--- src/rtl/note_pkg.sv ---
// Shared definitions for the note sequencer: pitch codes, half-period table,
// ROM entry layout, FSM state encoding and the default song.
package note_pkg;
  localparam int PITCH_W = 4;
  localparam int DUR_W   = 4;
  localparam int ENTRY_W = PITCH_W + DUR_W;

  localparam logic [PITCH_W-1:0] REST = 4'd0;
  localparam logic [PITCH_W-1:0] C4   = 4'd1;
  localparam logic [PITCH_W-1:0] D4   = 4'd2;
  localparam logic [PITCH_W-1:0] E4   = 4'd3;
  localparam logic [PITCH_W-1:0] F4   = 4'd4;
  localparam logic [PITCH_W-1:0] G4   = 4'd5;
  localparam logic [PITCH_W-1:0] A4   = 4'd6;
  localparam logic [PITCH_W-1:0] B4   = 4'd7;
  localparam logic [PITCH_W-1:0] C5   = 4'd8;

  typedef enum logic [2:0] {S_IDLE, S_LOAD, S_PLAY, S_GAP, S_DONE} state_t;

  typedef struct packed {
    logic [PITCH_W-1:0] pitch;
    logic [DUR_W-1:0]   dur;
  } entry_t;

  // Half-periods in 5 MHz clk cycles; codes above C5 continue up to C6.
  function automatic logic [15:0] pitch_lut(input logic [PITCH_W-1:0] p);
    case (p)
      C4:      return 16'd9556;
      D4:      return 16'd8513;
      E4:      return 16'd7584;
      F4:      return 16'd7159;
      G4:      return 16'd6378;
      A4:      return 16'd5682;
      B4:      return 16'd5062;
      C5:      return 16'd4778;
      4'd9:    return 16'd4257;
      4'd10:   return 16'd3792;
      4'd11:   return 16'd3579;
      4'd12:   return 16'd3189;
      4'd13:   return 16'd2841;
      4'd14:   return 16'd2531;
      4'd15:   return 16'd2389;
      default: return 16'd0;
    endcase
  endfunction

  // Entry i lives at bits [i*ENTRY_W +: ENTRY_W]: C4 E4 G4 C5(long), end.
  localparam logic [16*ENTRY_W-1:0] DEFAULT_SONG =
    {88'h0, 8'h00, 8'h84, 8'h52, 8'h32, 8'h12};
endpackage

--- src/rtl/tempo_tick.sv ---
// Tempo prescaler: counts 0..TICK_DIV-1 and pulses tick on the last count.
module tempo_tick #(
  parameter int TICK_DIV = 1_250_000
) (
  input  logic clk,
  input  logic rst_n,
  input  logic clr,
  output logic tick
);
  localparam int W = (TICK_DIV > 1) ? $clog2(TICK_DIV) : 1;

  logic [W-1:0] cnt;

  assign tick = !clr && (cnt == W'(TICK_DIV - 1));

  always_ff @(posedge clk or negedge rst_n) begin
    if (!rst_n)          cnt <= '0;
    else if (clr || tick) cnt <= '0;
    else                 cnt <= cnt + 1'b1;
  end
endmodule

--- src/rtl/note_sequencer.sv ---
// Steps through the note ROM and presents half-period + gate per note to the
// tone generator; tempo from tempo_tick, with start/stop, loop and note gaps.
module note_sequencer
  import note_pkg::*;
#(
  parameter int TICK_DIV  = 1_250_000,
  parameter int GAP_TICKS = 1,
  parameter int NOTES     = 16,
  parameter int DIV_W     = 16,
  parameter logic [NOTES*ENTRY_W-1:0] SONG = (NOTES*ENTRY_W)'(DEFAULT_SONG)
) (
  input  logic                     clk,
  input  logic                     rst_n,
  input  logic                     start,
  input  logic                     stop,
  input  logic                     loop_en,
  output logic [DIV_W-1:0]         half_period,
  output logic                     tone_en,
  output logic [$clog2(NOTES)-1:0] note_idx,
  output logic                     busy,
  output logic                     done
);
  localparam int IDX_W = $clog2(NOTES);

  state_t             state, n_state;
  logic [IDX_W-1:0]   n_idx;
  logic [DIV_W-1:0]   n_hp;
  logic               n_ten, n_busy, n_done;
  logic [3:0]         tcnt, n_tcnt;
  logic               eos, n_eos;   // walked past the last ROM entry
  logic               clr, tick;
  entry_t             ent;

  tempo_tick #(.TICK_DIV(TICK_DIV)) u_tick (
    .clk  (clk),
    .rst_n(rst_n),
    .clr  (clr),
    .tick (tick)
  );

  assign ent = eos ? entry_t'('0) : entry_t'(SONG[note_idx*ENTRY_W +: ENTRY_W]);

  always_comb begin
    n_state = state;
    n_idx   = note_idx;
    n_eos   = eos;
    n_tcnt  = tcnt;
    n_hp    = half_period;
    n_ten   = tone_en;
    n_busy  = busy;
    n_done  = 1'b0;
    clr     = 1'b0;
    if (stop) begin
      n_state = S_IDLE;
      n_hp    = '0;
      n_ten   = 1'b0;
      n_busy  = 1'b0;
    end else begin
      case (state)
        S_IDLE: if (start) begin
          n_state = S_LOAD;
          n_idx   = '0;
          n_eos   = 1'b0;
          n_busy  = 1'b1;
        end
        S_LOAD: begin
          clr    = 1'b1;
          n_tcnt = '0;
          if (ent.dur != '0) begin
            n_state = S_PLAY;
            n_hp    = DIV_W'(pitch_lut(ent.pitch));
            n_ten   = (ent.pitch != REST);
          end else if (loop_en && note_idx != '0) begin
            n_idx = '0;
            n_eos = 1'b0;
          end else begin
            n_state = S_DONE;
            n_done  = 1'b1;
            n_hp    = '0;
            n_ten   = 1'b0;
          end
        end
        S_PLAY: if (tick) begin
          n_tcnt = tcnt + 1'b1;
          if (tcnt == ent.dur - 4'd1) begin
            n_tcnt = '0;
            if (GAP_TICKS == 0) begin
              n_state = S_LOAD;
              if (note_idx == IDX_W'(NOTES - 1)) n_eos = 1'b1;
              else                               n_idx = note_idx + 1'b1;
            end else begin
              n_state = S_GAP;
              n_hp    = '0;
              n_ten   = 1'b0;
            end
          end
        end
        S_GAP: if (tick) begin
          n_tcnt = tcnt + 1'b1;
          if (tcnt == 4'(GAP_TICKS - 1)) begin
            n_tcnt  = '0;
            n_state = S_LOAD;
            if (note_idx == IDX_W'(NOTES - 1)) n_eos = 1'b1;
            else                               n_idx = note_idx + 1'b1;
          end
        end
        S_DONE: begin
          n_state = S_IDLE;
          n_busy  = 1'b0;
        end
        default: n_state = S_IDLE;
      endcase
    end
  end

  always_ff @(posedge clk or negedge rst_n) begin
    if (!rst_n) begin
      state       <= S_IDLE;
      note_idx    <= '0;
      eos         <= 1'b0;
      tcnt        <= '0;
      half_period <= '0;
      tone_en     <= 1'b0;
      busy        <= 1'b0;
      done        <= 1'b0;
    end else begin
      state       <= n_state;
      note_idx    <= n_idx;
      eos         <= n_eos;
      tcnt        <= n_tcnt;
      half_period <= n_hp;
      tone_en     <= n_ten;
      busy        <= n_busy;
      done        <= n_done;
    end
  end
endmodule

--- config.mk ---
export PLATFORM = sky130hd
export DESIGN_NAME = note_sequencer
export DESIGN_NICKNAME = d
export VERILOG_FILES = /design/src/rtl/note_pkg.sv /design/src/rtl/tempo_tick.sv /design/src/rtl/note_sequencer.sv
export SDC_FILE = /design/constraint.sdc
export NUM_CORES = 1
export LEC_CHECK = 0
export CELL_PAD_IN_SITES_DETAIL_PLACEMENT = 2
export CELL_PAD_IN_SITES_GLOBAL_PLACEMENT = 2
export CORE_MARGIN = 8
export CORE_UTILIZATION = 27
export CTS_BUF_LIST = sky130_fd_sc_hd__clkbuf_4
export DETAILED_ROUTE_END_ITERATION = 7
export PLACE_DENSITY = 0.66
export SLEW_MARGIN = 20
export SYNTH_ARGS = -nofsm -noshare
export SYNTH_HDL_FRONTEND = slang
export SYNTH_SLANG_ARGS = --single-unit
--- constraint.sdc ---
create_clock -name clk -period 9.4 [get_ports clk]
set_input_delay 0.94 -clock clk [delete_from_list [all_inputs] [get_ports clk]]
set_output_delay 0.94 -clock clk [all_outputs]
set_load 0.05 [all_outputs]
# Yosys cells after proc, flatten, opt, wreduce, memory -nomap -nowiden
# Memory sizes are Yosys's and may differ from the RTL's.
# Index checks and enable logic that the tools add are counted.
word_totals:
  ff_bits: 52
  romBits: 224
  input_bits: 5
  output_inout_bits: 23
  elab_cells: 107
  mem_count: 1
op_classes:
  add_sub_neg: 4
  eq_ne: 21
  n_shift: 1
  muxes: 51
  bitwise: 1
  reduce_logical: 19
mem_list:
  columns: ["name", "depth", "width", "read_ports", "rd_ports_with_merged_regs", "wr", "line", "source"]
  rows:
  - ["(no name shown)", 16, 14, 1, 0, 0, "note_pkg.sv:27", "case (p)"]
ops:
  columns: ["cell", "count"]
  rows:
  - ["128-bit by 8-bit variable part select with 8-bit output (first input constant)", 1]
  - ["16-bit 2-to-1 mux", 5]
  - ["4-bit 2-to-1 mux", 10]
  - ["16-bit one-hot mux with 2 select lines", 1]
  - ["3-bit 2-to-1 mux", 8]
  - ["4-bit one-hot mux with 3 select lines", 2]
  - ["21-bit by 1-bit adder with 21-bit output (second input constant)", 1]
  - ["21-bit == test (second input constant)", 1]
  - ["21-bit 2-to-1 mux", 1]
  - ["1-bit 2-to-1 mux", 19]
  - ["8-bit AND reduction", 2]
  - ["2-bit != test (second input constant)", 6]
  - ["3-bit one-hot mux with 4 select lines", 1]
  - ["3-bit nonzero test", 4]
  - ["4-bit nonzero test", 3]
  - ["3-bit != test (second input constant)", 3]
  - ["4-bit by 1-bit adder with 4-bit output (second input constant)", 2]
  - ["8-bit 2-to-1 mux", 1]
  - ["4-bit AND reduction", 2]
  - ["3-bit by 2-bit == test with 1-bit output (second input constant)", 2]
  - ["3-bit by 2-bit != test with 1-bit output (second input constant)", 2]
  - ["6-bit AND reduction", 1]
  - ["4-bit == test", 1]
  - ["4-bit == test (second input constant)", 1]
  - ["other kinds (14)", 17]

# Logic depth before layout (Yosys ltp)
# Gate-level depths: netlist (run 1).
depth:
  ltp_word: 8
  ltp_mapped: 13
  depth_no_buf: 10

# Modules after synthesis
# Synthesis (run 1) repeated with hierarchy kept, for this count alone.
unflattened:
  hier_cells: 316
  hier_area_um2: 3039.2
by_module_without_submodules:
  columns: ["mod", "n_inst", "cells_per_inst", "area_each_um2", "seq_area_each_um2"]
  rows:
  - ["note_sequencer", 1, 204, 1948.1, 725.7]
  - ["tempo_tick", 1, 112, 1091.0, 525.5]

# Least setup slack after synthesis (run 1)
# OpenSTA, ideal clock, no wires.
synth_timing:
  path_type: "reg-to-reg"
  start: "reg note_idx[1]"
  end: "reg half_period[0]"
  setup_time_ns: 0.125
  t_arrival_ns: 3.255
  t_required_ns: 9.275
  slack_ns: 6.020
  path_stages_with_launch: 13
  n_path_buf: 2
  cell_sequence: "dfrtp_1 > ha_1 > ha_1 > nor3b_2 > inv_1 > clkbuf_1 > ha_1 > xor2_1 > nand4_1 > nor4_4 > nor3_2 > buf_6 > mux2_4"
synth_via:
  elab_chain_cells: 6
  word_cells_on_any_way: 14
synth_lines:
  columns: ["item", "line", "source"]
  rows:
  - ["start: declaration", "note_sequencer.sv:19", "output logic [$clog2(NOTES)-1:0] note_idx,"]
  - ["start signal: assignment", "note_sequencer.sv:128", "note_idx <= n_idx;"]
  - ["128-bit by 8-bit variable part select with 8-bit output", "note_sequencer.sv:41", "assign ent = eos ? entry_t'('0) : entry_t'(SONG[note_idx*ENTRY_W +: ENTRY_W]);"]
  - ["8-bit 2-to-1 mux", "note_sequencer.sv:41", null]
  - ["4-bit by 1-bit subtractor with 4-bit output, or another cell as far along", "note_sequencer.sv:85", "if (tcnt == ent.dur - 4'd1) begin"]
  - ["4-bit == test or 16-bit 2-to-1 mux (tied branches)", "note_sequencer.sv:85, note_sequencer.sv:69", null]
  - ["3-bit != test (no source line) or 16-bit one-hot mux with 2 select lines (tied branches)", null, null]
  - ["4-bit AND reduction (no source line) or 16-bit 2-to-1 mux (tied branches)", null, null]
  - ["end signal: assignment", "note_sequencer.sv:131", "half_period <= n_hp;"]
  - ["end: declaration", "note_sequencer.sv:17", "output logic [DIV_W-1:0] half_period,"]
# Several ways; a longest one is shown, not always the timed one.
# A chain may end at the register's enable or synchronous reset.

# Final worst setup path (run 1)
layout_timing:
  start: "reg note_idx[0]"
  end: "reg tcnt[2]"
layout_via:
  elab_chain_cells: 7
layout_lines:
  columns: ["item", "line", "source"]
  rows:
  - ["128-bit by 8-bit variable part select with 8-bit output", "note_sequencer.sv:41", null]
  - ["8-bit 2-to-1 mux", "note_sequencer.sv:41", null]
  - ["4-bit by 1-bit subtractor with 4-bit output", "note_sequencer.sv:85", null]
  - ["4-bit == test", "note_sequencer.sv:85", null]
  - ["4-bit 2-to-1 mux", "note_sequencer.sv:85", null]
  - ["4-bit 2-to-1 mux", "note_sequencer.sv:83", "S_PLAY: if (tick) begin"]
  - ["4-bit one-hot mux with 3 select lines", "note_sequencer.sv:59", "case (state)"]
  - ["end signal: assignment", "note_sequencer.sv:130", "tcnt <= n_tcnt;"]
  - ["end: declaration", "note_sequencer.sv:29", "logic [3:0] tcnt, n_tcnt;"]
# Every way passes these cells. The select of a mux whose other input is x is not followed.

==> impl_metrics.csv, run 1 <==
group,metric,value,unit
drt,wire_per_inst,17.00,um
synth,synth_area_leaders,"dfrtp_1 (41%), ha_1 (6.9%), nor2_1 (4.3%)",
timing,fmax,273.9,MHz
timing,finalHoldViolCount,0,
cts,clkLatencyLatePin,380,ps
synth,ys_top_cells_by_count,"dfrtp_1 (50), nor2_1 (35), nand2_1 (29)",
critical_path,arrival,3940,ps
timing,hold-worst-slack,495.8,ps
place,postPlaceCellArea,3453,sq um
place,routabilityCongestion,0.7811,
synth,yosys_warnings,0,
drt,drt_pass1_iterations,4,
timing,drv_slew,0,
global_routing,grt_max_degree,51,
critical_path,cp.required,9690,ps
timing,post-route-period-util,0.3884,
final_layout,drive_above_1_share,0.1014,
timing,fin_crit,3651,ps
global_routing,antenna_found_initial,0,
timing,fin_skew,8.014,ps
global_routing,track_usage,0.1172,
global_routing,grt_pass1_wl,14230,um
cts,cts_root_buffer,"clkbuf_4",
synth,ys_types,57,
critical_path,worst-setup-path-type,"register to register",
cts,numCtsBuffers,5,
critical_path,worstPathMaxFanout,7,
critical_path,startpoint_type,"register",
drt,vias,2423,
critical_path,crit_slowest_cell,"nor4_2",
run,max_cap_violations,0,
pwr,peakVddDrop,0.00008881,V
final_layout,fin_area,3513,sq um
floorplan,io_pins,28,
floorplan,die_h,122.7,um
pwr,power_density,181.6,nW/um^2
critical_path,r2r_slack,5750,ps
synth,synthFlopType,"dfrtp_1",
drt,drtAntennaViolNets,0,
final_layout,final_nets,366,
synth,yosysMostFrequentCell,"dfrtp_1",
cts,clk_pin_slew,150,ps
drt,drtIter0Drc,74,
timing,setup_violations,0,
floorplan,core_area,11270,sq um
synth,synth_cells,323,
pwr,leakagePower,1.528,nW
min_path,holdCritPathClass,"register to register",
synth,synth_top_area_cell,"dfrtp_1",
cts,clock-sinks,50,
synth,yosysSeqAreaShare,0.4068,
final_layout,finish.utilization,0.3117,
drt,drc,0,
synth,synth_area_per_cell,9.522,sq um
global_routing,first_global_vias,2700,
place,pre_cts_slack,5709,ps
timing,rsz0062_at_grt,"no",
place,hpwl,6161,um
cts,cts-htree-levels,2,
synth,synth_top_area_share,0.4068,
synth,syn_area,3075,sq um
final_layout,seqCellArea,1251,sq um
cts,cts_tree,"built",
status,status,"finished, final reports clean",
cts,cts.repair.resized,0,
synth,synthArstFlopShare,1.000,
floorplan,die_width,122.7,um
timing,fin_ws,5749,ps
timing,slew_headroom,0.4276,
cts,cts_setup_buffers,0,
critical_path,crit_path_max_incr_delay,730,ps
cts,clockBufferDepth,2,
final_layout,multi_input_area,1699,sq um
place,port_buffers,25,
floorplan,start_util,0.2728,
global_routing,overflow,0,
floorplan,rows,39,
final_layout,syn_to_final_growth,14.24,%
drt,wl,8311,um
final_layout,nFillCells,1266,
synth,ys_ff_latch,50,
timing,fin_setup_tns,0,ps
floorplan,fp.dieArea,15060,sq um
timing,worstMarginPinSlew,850.8,ps
cts,cts_hold_buffers,0,
critical_path,cp-end-kind,"register",
drt,viasPerCell,4.955,
synth,synth_edf_count,0,
critical_path,crit_chain,"ha_1, nor4_2, inv_1, ha_1, xnor2_1, nand4_1, o21ai_0, o21ai_0, a22o_1",
==> through the flow <==
stage                     power [W]  std cells
after floorplan           0.0004638        324
after global placement    0.0005352        480
after detailed placement  0.0005404        480
after CTS                 0.0006521        488
after global routing      0.0006870        488
final                     0.0006380        489
==> cell type report <==
class | count | area share
Antenna cell | 1 | 0.0007123
Clock buffer | 6 | 0.01282
Clock inverter | 2 | 0.002493
Inverter | 16 | 0.01709
Multi-Input combinational cell | 243 | 0.4836
Sequential cell | 50 | 0.3561
Tap cell | 143 | 0.05093
Timing Repair Buffer | 28 | 0.07621
==> critical path: cells and delay by family, from the launching register on <==
family | cells | cell delay, ps
AO/OA/AOI/OAI | 3 | 1020
buffers and inverters | 1 | 290
XOR/XNOR | 1 | 180
AND/OR/NAND/NOR | 2 | 920
flip-flops | 1 | 490
adder cells (fa/ha/maj) | 2 | 660
==> sequential cells by signal, summed over array words and instances, names as in the netlist <==
register,count
tone_en,1
busy,1
note_idx,4
u_tick.cnt,21
eos,1
tcnt,4
half_period,14
done,1
state,3
==> where the power goes <==
part | internal (W) | switching, W
clock | 0.0000313 | 0.0000738
combinational | 0.0000909 | 0.000154
sequential | 0.000250 | 0.0000378
total | 0.000372 | 0.000265
==> logic make-up (layout without fill, tap and decap cells) <==
| family | Yosys count | in the layout | share of synthesized area |
|---|---|---|---|
| AND/OR/NAND/NOR | 130 | 130 | 0.2242 |
| AO/OA/AOI/OAI | 53 | 53 | 0.1123 |
| flip-flops | 50 | 50 | 0.4068 |
| buffers and inverters | 31 | 52 | 0.04516 |
| XOR/XNOR | 21 | 21 | 0.05981 |
| multiplexers | 20 | 20 | 0.08137 |
| adder cells (fa/ha/maj) | 17 | 17 | 0.06916 |
| other | 1 | 3 | 0.001219 |
==> cell usage in the layout, fill, tap and decap left out, types with 4 or more instances in the layout <==
cell and n:
dfrtp_1 50, nor2_1 35, nand2_1 29, clkdlybuf4s50_1 24
a21oi_1 18, ha_1 17, inv_1 16, nand3_1 13
xor2_1 13, o21ai_0 10, nor3_1 9, xnor2_1 8
mux2_4 8, nand4_1 7, mux2_2 6, clkbuf_4 6
and3_1 5, nor4_1 4, o211ai_1 4, mux2i_1 4
==> per-layer routing <==
| metal | track usage | vias to the layer above | part of all wire |
|---|---|---|---|
| li1 | - | 1167 | - |
| met1 | 0.1563 | 1231 | 0.49 |
| met2 | 0.1933 | 20 | 0.48 |
| met3 | 0.01564 | 5 | 0.020 |
| met4 | 0.03427 | 0 | 0.013 |
| met5 | 0 | - | 0 |
==> final timing paths <==
check                            endpoint  cells after the start          start
max in group asynchronous   u_tick.cnt[8]                      2          rst_n
max reg2reg                       tcnt[2]                      9    note_idx[0]
min reg2reg                 u_tick.cnt[0]                      1  u_tick.cnt[0]
max                               tcnt[2]                      9    note_idx[0]
min                         u_tick.cnt[0]                      1  u_tick.cnt[0]
min in group asynchronous  half_period[2]                      2          rst_n
Power figures use the tool's default switching activity.
==> inputs of run 2 (changes only) <==
Clock period 9.4 ns to 3.4 ns, I/O delays scaled along.
==> impl_metrics.csv, run 2 (synthesis results as in run 1) <==
group,metric,value,unit
critical_path,worst-path-buf-inv,2,
drt,drc,0,
final_layout,top_register,"u_tick.cnt",
drt,drtIter0Drc,62,
timing,post-route-period-util,0.8673,
drt,drtAntennaViolNets,0,
floorplan,rows,39,
drt,drt_pass1_iterations,4,
critical_path,cp-end-kind,"register",
final_layout,drive_above_1_share,0.1140,
pwr,seq_power_share,0.427,
critical_path,worstPathMaxFanout,15,
critical_path,arrival,3220,ps
pwr,clkPwrFrac,0.201,
critical_path,r2r_slack,450,ps
final_layout,mostFrequentLayoutCell,"dfrtp_1",
drt,wl,8546,um
critical_path,r2r-end,"half_period[7]",
critical_path,crit_chain,"ha_1, nor4_2, inv_1, ha_1, xor2_1, nand4_1, nor4_4, nor3_2, buf_4, mux2_1",
floorplan,die_h,122.7,um
final_layout,final_nets,372,
global_routing,grt_max_degree,31,
cts,cts_tree,"built",
timing,fin_skew,10.68,ps
critical_path,cpMostUsedCell,"ha_1",
cts,clockBufferDepth,2,
cts,cts-htree-levels,2,
place,routabilityCongestion,0.7849,
cts,clkLatencyLatePin,370,ps
status,status,"finished, final reports clean",
cts,clock-sinks,50,
floorplan,io_pins,28,
final_layout,largest_register_ffs,21,
pwr,p_sw,0.0007360,W
timing,worstMarginPinSlew,912.7,ps
floorplan,core_area,11270,sq um
timing,fin_crit,2949,ps
critical_path,crit_path_max_incr_delay,490,ps
timing,finalHoldViolCount,0,
final_layout,syn_to_final_growth,16.60,%
final_layout,layout_common_cells,"dfrtp_1 (50), nor2_1 (35), nand2_1 (29)",
global_routing,first_global_vias,2701,
drt,vias,2470,
timing,fin_setup_tns,0,ps
pwr,combinationalPowerShare,0.372,
pwr,leakagePower,1.567,nW
critical_path,worst-setup-path-type,"register to register",
global_routing,overflow,0,
pwr,power_density,519.5,nW/um^2
pwr,swShare,0.3951,
timing,setup_violations,0,
timing,rsz0062_at_grt,"no",
global_routing,track_usage,0.1181,
min_path,holdCritPathClass,"primary input to async pin",
place,port_buffers,25,
critical_path,regToRegStartpoint,"note_idx[0]",
floorplan,fp.dieArea,15060,sq um
run,max_cap_violations,0,
drt,viasPerCell,4.990,
critical_path,crit_family,"simple AND/OR/NAND/NOR gates",
timing,drv_slew,0,
critical_path,crit_slowest_cell,"dfrtp_1",
cts,numCtsBuffers,5,
critical_path,cp.required,3670,ps
timing,fmax,339.1,MHz
final_layout,finish.utilization,0.3181,
drt,wire_per_inst,17.26,um
place,hpwl,6406,um
pwr,peakVddDrop,0.0002089,V
critical_path,startpoint_type,"register",
global_routing,grt_pass1_wl,14230,um
cts,clk_pin_slew,150,ps
floorplan,start_util,0.2728,
timing,slew_headroom,0.3859,
cts,cts_root_buffer,"clkbuf_4",
pwr,internal-power,0.001127,W
floorplan,die_width,122.7,um
critical_path,reg2reg_depth,10,
global_routing,antenna_found_initial,1,
final_layout,top_regs,"u_tick.cnt x21, half_period x14",
run 2: cell types whose count changed in the layout (fill, tap and decap cells not counted), sizes merged:
cell / delta
bufinv: +1
buf: +5
clkbuf: +1
dlygate4sd3: +1
clkinv: -2
run 2: cell type report:
| class | instances | area (sq um) |
|---|---|---|
| diodes | 1 | 2.502 |
| fillers | 1284 | 7686 |
| clock inverters | 1 | 30.03 |
| flip-flops and latches | 50 | 1251 |
| clock buffers | 7 | 52.55 |
| well taps | 143 | 178.9 |
| repair buffers | 34 | 315.3 |
| inverters | 16 | 60.06 |
| multi-input cells | 243 | 1695 |
run 2: timing repair:
action / in CTS / in global routing
hold buffers: 1 / 0
resized for setup: 0 / 0
endpoints found under the hold margin: 20 / 0
setup buffers: 0 / 0
run 2: power by group through the flow:
stage / combinational (W) / clock, W / sequential (W)
6_report: 0.000692 / 0.000375 / 0.000795
4_1_cts: 0.000704 / 0.000400 / 0.000797
3_5_place_dp: 0.000699 / 0 / 0.000809
2_1_floorplan: 0.000372 / 0 / 0.000910
5_1_grt: 0.000758 / 0.000411 / 0.000813
3_3_place_gp: 0.000689 / 0 / 0.000806
run 2: how the worst max path moves through the flow:
stage / slack (ps) / end / depth (start not counted) / start
floorplan: 20 / half_period[0] / 12 / note_idx[1]
global placement: 630 / half_period[10] / 10 / note_idx[0]
detailed placement: 430 / half_period[7] / 10 / note_idx[0]
CTS: 390 / half_period[7] / 10 / note_idx[0]
global route: 220 / half_period[7] / 10 / note_idx[0]
finish: 450 / half_period[7] / 10 / note_idx[0]
run 2: metal layers:
layer  global-route usage  wire length, um  vias to the layer above
met5                    0                0                        -
met4              0.03199              100                        0
met2               0.1974             4141                       24
met3              0.01656              214                        5
li1                     -                -                     1179
met1               0.1558             4090                     1262
run 2: per-stage QoR:
step / hold WS (ps) / power (W) / instances / setup WS, ps / cell area [sq um]
floorplan: 44.41 / 0.001282 / 324 / 19.65 / 3079
global placement: 359.7 / 0.001495 / 485 / 634.0 / 3491
detailed placement: 367.8 / 0.001508 / 485 / 429.4 / 3491
CTS: 461.0 / 0.001902 / 494 / 391.1 / 3583
global route: 508.5 / 0.001982 / 495 / 220.5 / 3586
finish: 490.4 / 0.001863 / 495 / 451.2 / 3586
